$ cat src/rtl/dmem_pkg.sv
// Shared types and defaults for the data-memory arbiter slice.
package dmem_pkg;

   localparam int DMEM_DATA_W    = 32;
   localparam int DMEM_MEM_WORDS = 256;
   localparam int DMEM_MAX_WAIT  = 4;

   localparam logic PORT_CPU = 1'b0;
   localparam logic PORT_DMA = 1'b1;

   typedef enum logic [1:0] {
      IDLE,
      RESP_CPU,
      RESP_DMA
   } resp_state_e;

endpackage

$ cat src/rtl/dmem_prio_sel.sv
// Fixed CPU-priority winner select with a DMA starvation counter that
// forces a DMA grant after MAX_WAIT consecutive lost cycles.
module dmem_prio_sel
   import dmem_pkg::*;
#(
   parameter int MAX_WAIT = DMEM_MAX_WAIT
) (
   input  logic       clk_i,
   input  logic       rst_i,
   input  logic       cpu_req_i,
   input  logic       dma_req_i,
   output logic [1:0] gnt_o,
   output logic       winner_o
);

   localparam logic [3:0] MAX_WAIT_C = 4'(MAX_WAIT);

   logic [3:0] wait_cnt_q, wait_cnt_d;
   logic       dma_win, cpu_win;

   // NOTE: every output of a combinational block gets a default first so no latch is inferred.
   always_comb begin
      gnt_o      = '0;
      wait_cnt_d = wait_cnt_q;
      dma_win    = rst_i & dma_req_i & (~cpu_req_i | (wait_cnt_q == MAX_WAIT_C));
      cpu_win    = rst_i & cpu_req_i & ~dma_win;
      gnt_o[PORT_CPU] = cpu_win;
      gnt_o[PORT_DMA] = dma_win;
      winner_o   = dma_win ? PORT_DMA : PORT_CPU;
      if (~dma_req_i | dma_win) begin
         wait_cnt_d = '0;
      end else if (wait_cnt_q < MAX_WAIT_C) begin
         wait_cnt_d = wait_cnt_q + 4'd1;
      end
   end

   // NOTE: state registers use non-blocking assignments so all flops update together at the edge.
   always_ff @(posedge clk_i) begin
      if (!rst_i) begin
         wait_cnt_q <= '0;
      end else begin
         wait_cnt_q <= wait_cnt_d;
      end
   end

endmodule

$ cat src/rtl/dmem_arbiter.sv
// Two-port (CPU/DMA) arbiter for a single-ported data memory with registered read return.
// Optional address bounds checking and sticky err_o under `DMEM_ARB_BOUNDS_CHECK_EN.
module dmem_arbiter
   import dmem_pkg::*;
#(
   parameter int DATA_W    = DMEM_DATA_W,
   parameter int MEM_WORDS = DMEM_MEM_WORDS,
   parameter int MAX_WAIT  = DMEM_MAX_WAIT
) (
   input  logic              clk_i,
   input  logic              rst_i,
   input  logic              cpu_req_i,
   input  logic              cpu_we_i,
   input  logic [31:0]       cpu_addr_i,
   input  logic [DATA_W-1:0] cpu_wdata_i,
   output logic              cpu_gnt_o,
   output logic              cpu_stall_o,
   output logic              cpu_rvalid_o,
   output logic [DATA_W-1:0] cpu_rdata_o,
   input  logic              dma_req_i,
   input  logic              dma_we_i,
   input  logic [31:0]       dma_addr_i,
   input  logic [DATA_W-1:0] dma_wdata_i,
   output logic              dma_gnt_o,
   output logic              dma_rvalid_o,
   output logic [DATA_W-1:0] dma_rdata_o,
   output logic [31:0]       mem_addr_o,
   output logic [DATA_W-1:0] mem_wdata_o,
   output logic              mem_write_o,
   output logic              mem_read_o,
`ifdef DMEM_ARB_BOUNDS_CHECK_EN
   output logic              err_o,
`endif
   input  logic [DATA_W-1:0] mem_rdata_i
);

   logic [1:0]        gnt;
   logic              winner;
   logic              any_gnt, read_gnt, oob;
   logic              win_we;
   logic [31:0]       win_addr;
   logic [DATA_W-1:0] win_wdata;

   resp_state_e       state_q, state_d;
   logic [31:0]       mem_addr_q, mem_addr_d;
   logic [DATA_W-1:0] mem_wdata_q, mem_wdata_d;
   logic [DATA_W-1:0] rdata_q, rdata_d;
   logic [DATA_W-1:0] cpu_rdata_q, cpu_rdata_d;
   logic [DATA_W-1:0] dma_rdata_q, dma_rdata_d;

   dmem_prio_sel #(
      .MAX_WAIT (MAX_WAIT)
   ) u_prio_sel (
      .clk_i     (clk_i),
      .rst_i     (rst_i),
      .cpu_req_i (cpu_req_i),
      .dma_req_i (dma_req_i),
      .gnt_o     (gnt),
      .winner_o  (winner)
   );

`ifdef DMEM_ARB_BOUNDS_CHECK_EN
   localparam logic [29:0] MEM_WORDS_W = 30'(MEM_WORDS);
   logic err_q, err_d;

   assign oob   = (win_addr[31:2] >= MEM_WORDS_W);
   assign err_d = err_q | (any_gnt & oob);
   assign err_o = err_q;
`else
   assign oob = 1'b0;
`endif

   always_comb begin
      win_we    = (winner == PORT_DMA) ? dma_we_i    : cpu_we_i;
      win_addr  = (winner == PORT_DMA) ? dma_addr_i  : cpu_addr_i;
      win_wdata = (winner == PORT_DMA) ? dma_wdata_i : cpu_wdata_i;

      cpu_gnt_o   = gnt[PORT_CPU];
      dma_gnt_o   = gnt[PORT_DMA];
      cpu_stall_o = cpu_req_i & ~gnt[PORT_CPU];
      any_gnt     = |gnt;
      read_gnt    = any_gnt & ~win_we;

      // Out-of-range accesses are still granted but never strobe the memory.
      mem_write_o = any_gnt & win_we & ~oob;
      mem_read_o  = any_gnt & ~win_we & ~oob;

      mem_addr_d  = any_gnt ? {2'b00, win_addr[31:2]} : mem_addr_q;
      mem_wdata_d = any_gnt ? win_wdata : mem_wdata_q;
      mem_addr_o  = mem_addr_d;
      mem_wdata_o = mem_wdata_d;

      state_d = IDLE;
      rdata_d = rdata_q;
      if (read_gnt) begin
         state_d = (winner == PORT_DMA) ? RESP_DMA : RESP_CPU;
         rdata_d = oob ? '0 : mem_rdata_i;
      end

      // Gating with rst_i drops a response that was in flight when reset arrived.
      cpu_rvalid_o = rst_i & (state_q == RESP_CPU);
      dma_rvalid_o = rst_i & (state_q == RESP_DMA);
      cpu_rdata_d  = cpu_rvalid_o ? rdata_q : cpu_rdata_q;
      dma_rdata_d  = dma_rvalid_o ? rdata_q : dma_rdata_q;
      cpu_rdata_o  = cpu_rdata_d;
      dma_rdata_o  = dma_rdata_d;
   end

   // NOTE: the held bus and read-data registers are reset so outputs are defined (0) before any grant.
   always_ff @(posedge clk_i) begin
      if (!rst_i) begin
         state_q     <= IDLE;
         mem_addr_q  <= '0;
         mem_wdata_q <= '0;
         rdata_q     <= '0;
         cpu_rdata_q <= '0;
         dma_rdata_q <= '0;
      end else begin
         state_q     <= state_d;
         mem_addr_q  <= mem_addr_d;
         mem_wdata_q <= mem_wdata_d;
         rdata_q     <= rdata_d;
         cpu_rdata_q <= cpu_rdata_d;
         dma_rdata_q <= dma_rdata_d;
      end
   end

`ifdef DMEM_ARB_BOUNDS_CHECK_EN
   always_ff @(posedge clk_i) begin
      if (!rst_i) begin
         err_q <= 1'b0;
      end else begin
         err_q <= err_d;
      end
   end
`endif

endmodule

$ cat config.mk
export PLATFORM = sky130hd
export DESIGN_NAME = dmem_arbiter
export DESIGN_NICKNAME = d
export VERILOG_FILES = /design/src/rtl/dmem_pkg.sv /design/src/rtl/dmem_prio_sel.sv /design/src/rtl/dmem_arbiter.sv
export SDC_FILE = /design/constraint.sdc
export NUM_CORES = 1
export LEC_CHECK = 0
export ABC_AREA = 1
export CAP_MARGIN = 20
export CORE_UTILIZATION = 39
export DETAILED_ROUTE_END_ITERATION = 10
export PLACE_DENSITY = 0.79
export SLEW_MARGIN = 10
export SYNTH_ARGS = -nofsm -noshare
export SYNTH_HDL_FRONTEND = slang
export SYNTH_SLANG_ARGS = --single-unit
$ cat constraint.sdc
create_clock -name clk_i -period 1.6 [get_ports clk_i]
set_input_delay 0.16 -clock clk_i [delete_from_list [all_inputs] [get_ports clk_i]]
set_output_delay 0.16 -clock clk_i [all_outputs]
set_load 0.1 [all_outputs]
After elaboration in Yosys (flattened, before gate mapping)
Cells that the tools add are included.

Output and inout port bits: 135. Flip-flop bits (word level): 166. Input port bits: 166.

Multiplexer cells: 9. Add/subtract/negate cells: 1. Bitwise operators: 17. Equality and inequality tests: 3. Reduce and logical (&&, ||, !) cells: 3. Order comparisons: 1.

Operators by type and width (number): $mux W32 (6); $and A1 B1 Y1 (9); $not A1 Y1 (6); $add A4 B1 Y4 const B (1); $eq A4 B3 Y1 const B (1); $lt A4 B3 Y1 const B (1); $reduce_or A2 Y1 (2); $eq A2 B1 Y1 const B (1); $eq A2 B2 Y1 const B (1); $mux W1 (2); $mux W2 (1); $or A1 B1 Y1 (2); $reduce_and A2 Y1 (1).

Longest topological paths before layout
Word-level depth: 8. Gate-level depth with buffers: 11. Gate-level depth less buffers: 10.

By module
From an unflattened synthesis, not the netlist that was laid out.

Cell total of the unflattened synthesis: 1272. Area, all modules: 8260.4 um^2.

By module, submodules not included: dmem_arbiter (times used 1, area each 8026.4 um^2, seq. area each 3243.1 um^2, cells an instance 1238); dmem_prio_sel (times used 1, area each 234.0 um^2, seq. area each 80.1 um^2, cells an instance 34).

Worst setup path before layout
OpenSTA, ideal clock, no wires.

Kind: reg-to-output. Start point: reg u_prio_sel.wait_cnt_q[0]. End point: out cpu_stall_o. Setup slack: -2592 ps. Arrival: 4032 ps. Stages on the path, launching flop included: 9. Cells stage by stage: dfxtp_1 > inv_1 > ha_1 > nand3_1 > nand2_2 > nand2_1 > clkinv_1 > nor2_1 > nor2_1.

Longest elaborated chain between the ends: 7.

RTL lines: from (decl) (RTL line dmem_prio_sel.sv:18) `logic [3:0] wait_cnt_q, wait_cnt_d;`; from (signal assigned) (RTL line dmem_prio_sel.sv:42) `wait_cnt_q <= wait_cnt_d;`; $eq A4 B3 Y1 (RTL line dmem_prio_sel.sv:25) `dma_win = rst_i & dma_req_i & (~cpu_req_i | (wait_cnt_q == MAX_WAIT_C));`; $or A1 B1 Y1 (RTL line dmem_prio_sel.sv:25); $and A1 B1 Y1 (RTL line dmem_prio_sel.sv:25); named net dma_gnt_o (RTL line dmem_arbiter.sv:24) `output logic dma_gnt_o,`; $not A1 Y1 (RTL line dmem_prio_sel.sv:26) `cpu_win = rst_i & cpu_req_i & ~dma_win;`; $and A1 B1 Y1 (RTL line dmem_prio_sel.sv:26); named net cpu_gnt_o (RTL line dmem_arbiter.sv:16) `output logic cpu_gnt_o,`; $not A1 Y1 (RTL line dmem_arbiter.sv:80) `cpu_stall_o = cpu_req_i & ~gnt[PORT_CPU];`; $and A1 B1 Y1 (RTL line dmem_arbiter.sv:80); to (decl) (RTL line dmem_arbiter.sv:17) `output logic cpu_stall_o,`.

The timed path passes the listed nets, and every way through them passes these cells.

Final worst setup path
Start point: reg u_prio_sel.wait_cnt_q[0]. End point: out mem_addr_o[9].

Longest elaborated chain between the ends: 7. Elaborated cells on any way between the ends: 9. Classes of those cells: eq/ne (1); mux (3); bitwise (4); reduce/logical (1).

RTL lines: $eq A4 B3 Y1 * (RTL line dmem_prio_sel.sv:25); $or A1 B1 Y1 * (RTL line dmem_prio_sel.sv:25); $and A1 B1 Y1 * (RTL line dmem_prio_sel.sv:25); $not A1 Y1 (RTL line dmem_prio_sel.sv:26); $and A1 B1 Y1 (RTL line dmem_prio_sel.sv:26); $reduce_or A2 Y1 (RTL line dmem_arbiter.sv:81) `any_gnt = |gnt;`; $mux W32 * (RTL line dmem_arbiter.sv:88) `mem_addr_d = any_gnt ? {2'b00, win_addr[31:2]} : mem_addr_q;`; to (decl) (RTL line dmem_arbiter.sv:27) `output logic [31:0] mem_addr_o,`.

Every way passes the cells marked *; elsewhere a longest branch is shown, timed or not.

==> results.md <==
Floorplan:
- The number of primary I/O pins is 301.
- The floorplan has 50 rows.
- The die is around 140 microns tall.
- The placeable core region is ~19000 sq um.
- The total die area is just under 20000 sq um.
- Once the floorplan was initialized, standard cells occupied 39.8% of the core.
- The horizontal die dimension is ~140 microns.

Place:
- The congestion estimate from routability-driven global placement came to 0.835.
- The number of placed instances with taps included is 1637.
- Buffers placed on the I/O ports in this run total between 200 and 300.
- The half-perimeter wire length of the detailed placement result is ~19000 microns.
- The post-placement worst setup slack is -0.465 ns.

CTS:
- The clock-pin transition on the worst setup and hold timing paths is about 0.080 ns.
- In this run, post-CTS hold repair placed 0 buffers.
- The later pin in the worst-skew pair is clocked with a latency of about 0.45 ns.
- The root buffer cell chosen for the clock tree is sky130_fd_sc_hd__clkbuf_16.
- The maximum clock path buffer count is 2.
- TritonCTS built the clock tree.
- Buffers inserted during clock tree synthesis total 17.
- The number of clock sinks is roughly 170.
- The H-tree depth is 4.

Critical path:
- The nature of the critical path endpoint is an output pin.
- The critical path startpoint category is a flop.
- Tracing the worst setup path back leads to its startpoint at u_prio_sel.wait_cnt_q[0].
- The category of the critical setup timing path is flop to output pin.
- At the worst endpoint, the arrival time is 2.29 ns.
- The data required time at the worst endpoint is around 1.4 ns.
- The internal reg-to-reg setup slack is -0.48 ns.
- The worst register-to-register path begins at u_prio_sel.wait_cnt_q[0].
- The highest net fanout along the worst path is 10.

STA:
- The number of hold violations in the final report is 0.
- The clock period minus final worst setup slack is roughly 2.4 ns.
- For the final routed database, the setup TNS stands at -101.79 ns.
- The worst slew slack as a fraction of its limit is 24.1%.
- For the pin with the worst max-slew slack, the measured transition is ~1.1 ns.
- The final worst-path setup slack is -0.846 ns.
- The number of pins exceeding their max-slew limit in the final report is 0.
- Between clock sinks in the finished design, the worst skew comes to about 0.024 ns.
- Derived from the worst setup path, the maximum achievable clock frequency is 0.409 GHz.
- Dividing the final minimum period by the clock period gives 153%.
- Setup repair after global routing could not meet its margin everywhere.
- Setup violations remaining at the end of the flow were counted as 241.

Final layout:
- The signed area change from the synthesized netlist to the final layout is 143%.
- At the end of the flow, the number of nets in the layout was 1752.
- The library cell used most frequently in the layout, excluding fill and tap cells, is sky130_fd_sc_hd__dfxtp_1.
- In the final layout, the share of cells above drive strength 1 is roughly 60%.
- The top cell types in the final layout, fill and taps aside, are sky130_fd_sc_hd__dfxtp_1 (162), sky130_fd_sc_hd__clkdlybuf4s50_1 (158), sky130_fd_sc_hd__buf_12 (153).
- The utilization after layout is a little over nine tenths.
- The number of cells in the finished layout apart from fillers is approximately 1800.

Routing:
- The first detailed-routing pass took 6 iterations.
- The wire length on met1 is 16200 microns.
- In this run, the number of DRC markers left after iteration 0 of detailed routing was roughly 1200.
- The sum of met3 wire segment lengths after detailed routing is between 5000 and 6000 microns.
- The uppermost layer routed is met5.
- For this block, the via count after detailed routing is 11100.
- The ratio of routed vias to standard cells is a little over 6.
- Summed over all layers, the routed wires come to roughly 52000 microns.
- The average routed wire per standard cell is about 28 microns.
- The routed wire length on met2 is approximately 24000 microns.
- The remaining number of nets flagged by the antenna check after routing is 0.
- The detailed-route DRC error count is 0.

Logic synthesis:
- The cell count after synthesis is approximately 1100.
- The number of nets handed over by synthesis was roughly 1200.
- The count of flip-flops with a built-in enable after synthesis is 0.
- After synthesis, the netlist uses 22 different library cells.
- The mapped netlist covers ~7400 sq um.
- The primary flip-flop cell chosen by synthesis mapping is sky130_fd_sc_hd__dfxtp_1.
- The mean instance size in the synthesized netlist is 6.89 sq um.
- The flip-flop and latch count after synthesis is about 170.
- The area share of the largest cell type after synthesis is 44.6%.
- The fraction of registers with async set/reset is 0%.
- Sequential cells were found to cover 44.6% of the synthesized design area.
- By area the synthesized netlist is led by sky130_fd_sc_hd__dfxtp_1 (45%), sky130_fd_sc_hd__nor2_1 (10%), sky130_fd_sc_hd__inv_1 (8.7%), sky130_fd_sc_hd__nand3_1 (8.5%), sky130_fd_sc_hd__or2_2 (5.4%).
- The total number of yosys warnings is 0.
- The synthesized design spends more area on one cell type than any other, namely sky130_fd_sc_hd__dfxtp_1.

Status:
- The flow ran to the end, but the final reports show violations.
- The final reports fail on setup timing.

Power and ir drop:
- The total chip power is ~17 mW.
- The power per cell area is about 900 nW/um^2.
- The worst-case IR drop observed on VDD is between 800 and 900 uV.
- For this design the static power due to leakage is 7.57 nW.

Global routing:
- The total congestion overflow is 0.
- The first global-routing pass estimated 55500 microns of wire.
- The pin count of the biggest net entering global routing is 83.
- The via count of the first global-routing pass was 10400.
- The initial antenna violation count came to 2.
- The overall global routing resource usage is between 30% and 40%.

Worst hold path:
- The class of the worst hold path is primary input to flop.
- The critical hold path startpoint is rst_i.

Job:
- The reported max-cap violation count is 0.
## sequential cells by signal, summed over array words and instances (netlist names)
register	cells
mem_addr_q	32
u_prio_sel.wait_cnt_q	4
mem_wdata_q	32
rdata_q	32
dma_rdata_q	32
cpu_rdata_q	32
state_q	2
## critical path, cell delays in order, from the launching register on
cell and delay, ns:
sky130_fd_sc_hd__dfxtp_2 0.34, sky130_fd_sc_hd__inv_2 0.10, sky130_fd_sc_hd__ha_4 0.15, sky130_fd_sc_hd__nand3_4 0.12, sky130_fd_sc_hd__nand2_8 0.14, sky130_fd_sc_hd__nand2_8 0.11
sky130_fd_sc_hd__buf_12 0.17, sky130_fd_sc_hd__nand2_1 0.10, sky130_fd_sc_hd__nand3_2 0.11, sky130_fd_sc_hd__o21ai_4 0.13, sky130_fd_sc_hd__clkinvlp_4 0.18, sky130_fd_sc_hd__buf_12 0.18
## repair_timing
action / 4_1_cts / 5_1_grt
pin swaps: 37 / 60
cloned: 14 / 8
setup buffers: 142 / 66
endpoints found under the hold margin: 0 / 0
endpoints found under the setup margin: 171 / 225
gates resized for setup: 334 / 360
## routing by layer
metal	GRT usage (%)	vias up
met5	0	-
met4	22.8	2
met3	8.65	462
met2	67.3	1069
met1	37.9	5168
li1	-	4386
## final timing paths
| check | cells past startpoint | to |
|---|---|---|
| max | 11 | mem_addr_o[9] |
| min | 4 | rdata_q[15] |
| max reg2reg | 14 | rdata_q[25] |
| min reg2reg | 2 | mem_addr_q[28] |
## where the power goes
group	total, mW	internal, mW	switching (mW)
sequential	4.72	4.40	0.326
combinational	7.61	3.00	4.61
clock	4.32	2.14	2.18
total	16.7	9.54	7.12
## kinds of logic (layout without fill, tap and decap cells)
logic type | after synthesis | in the layout | synth area share [%]
and+or+nand+nor | 532 | 533 | 32.7
buffers and inverters | 252 | 767 | 13.6
DFF | 166 | 166 | 44.6
AOI/OAI and AO/OA | 128 | 128 | 8.60
adders and majority gates | 2 | 2 | 0.336
xor gates and xnor gates | 1 | 1 | 0.118
other | 0 | 2 | 0
## synthesized netlist by cell type (all sizes together), types with 2 or more instances
cell,instances
dfxtp,166
ha,2
nand2,106
or2,64
o21ai,126
nand4,32
nor2,200
clkbuf,38
buf,37
inv,176
a21oi,2
nand3,129
## metrics by stage
step / area, sq um / hold slack [ns]
global route: 18100 / 0.361
CTS: 16400 / 0.329
floorplan: 8200 / 0.350
finish: 18100 / 0.346
global placement: 13300 / 0.488
detailed placement: 13300 / 0.489
## layout make-up
type	count	area, sq um
Timing Repair Buffer	558	7200
Multi-Input combinational cell	664	5720
Sequential cell	166	3330
Inverter	177	977
Fill cell	301	586
Clock buffer	18	439
Tap cell	234	293
Clock inverter	14	155
Antenna cell	2	5.00
Power figures use the tool's default switching activity.
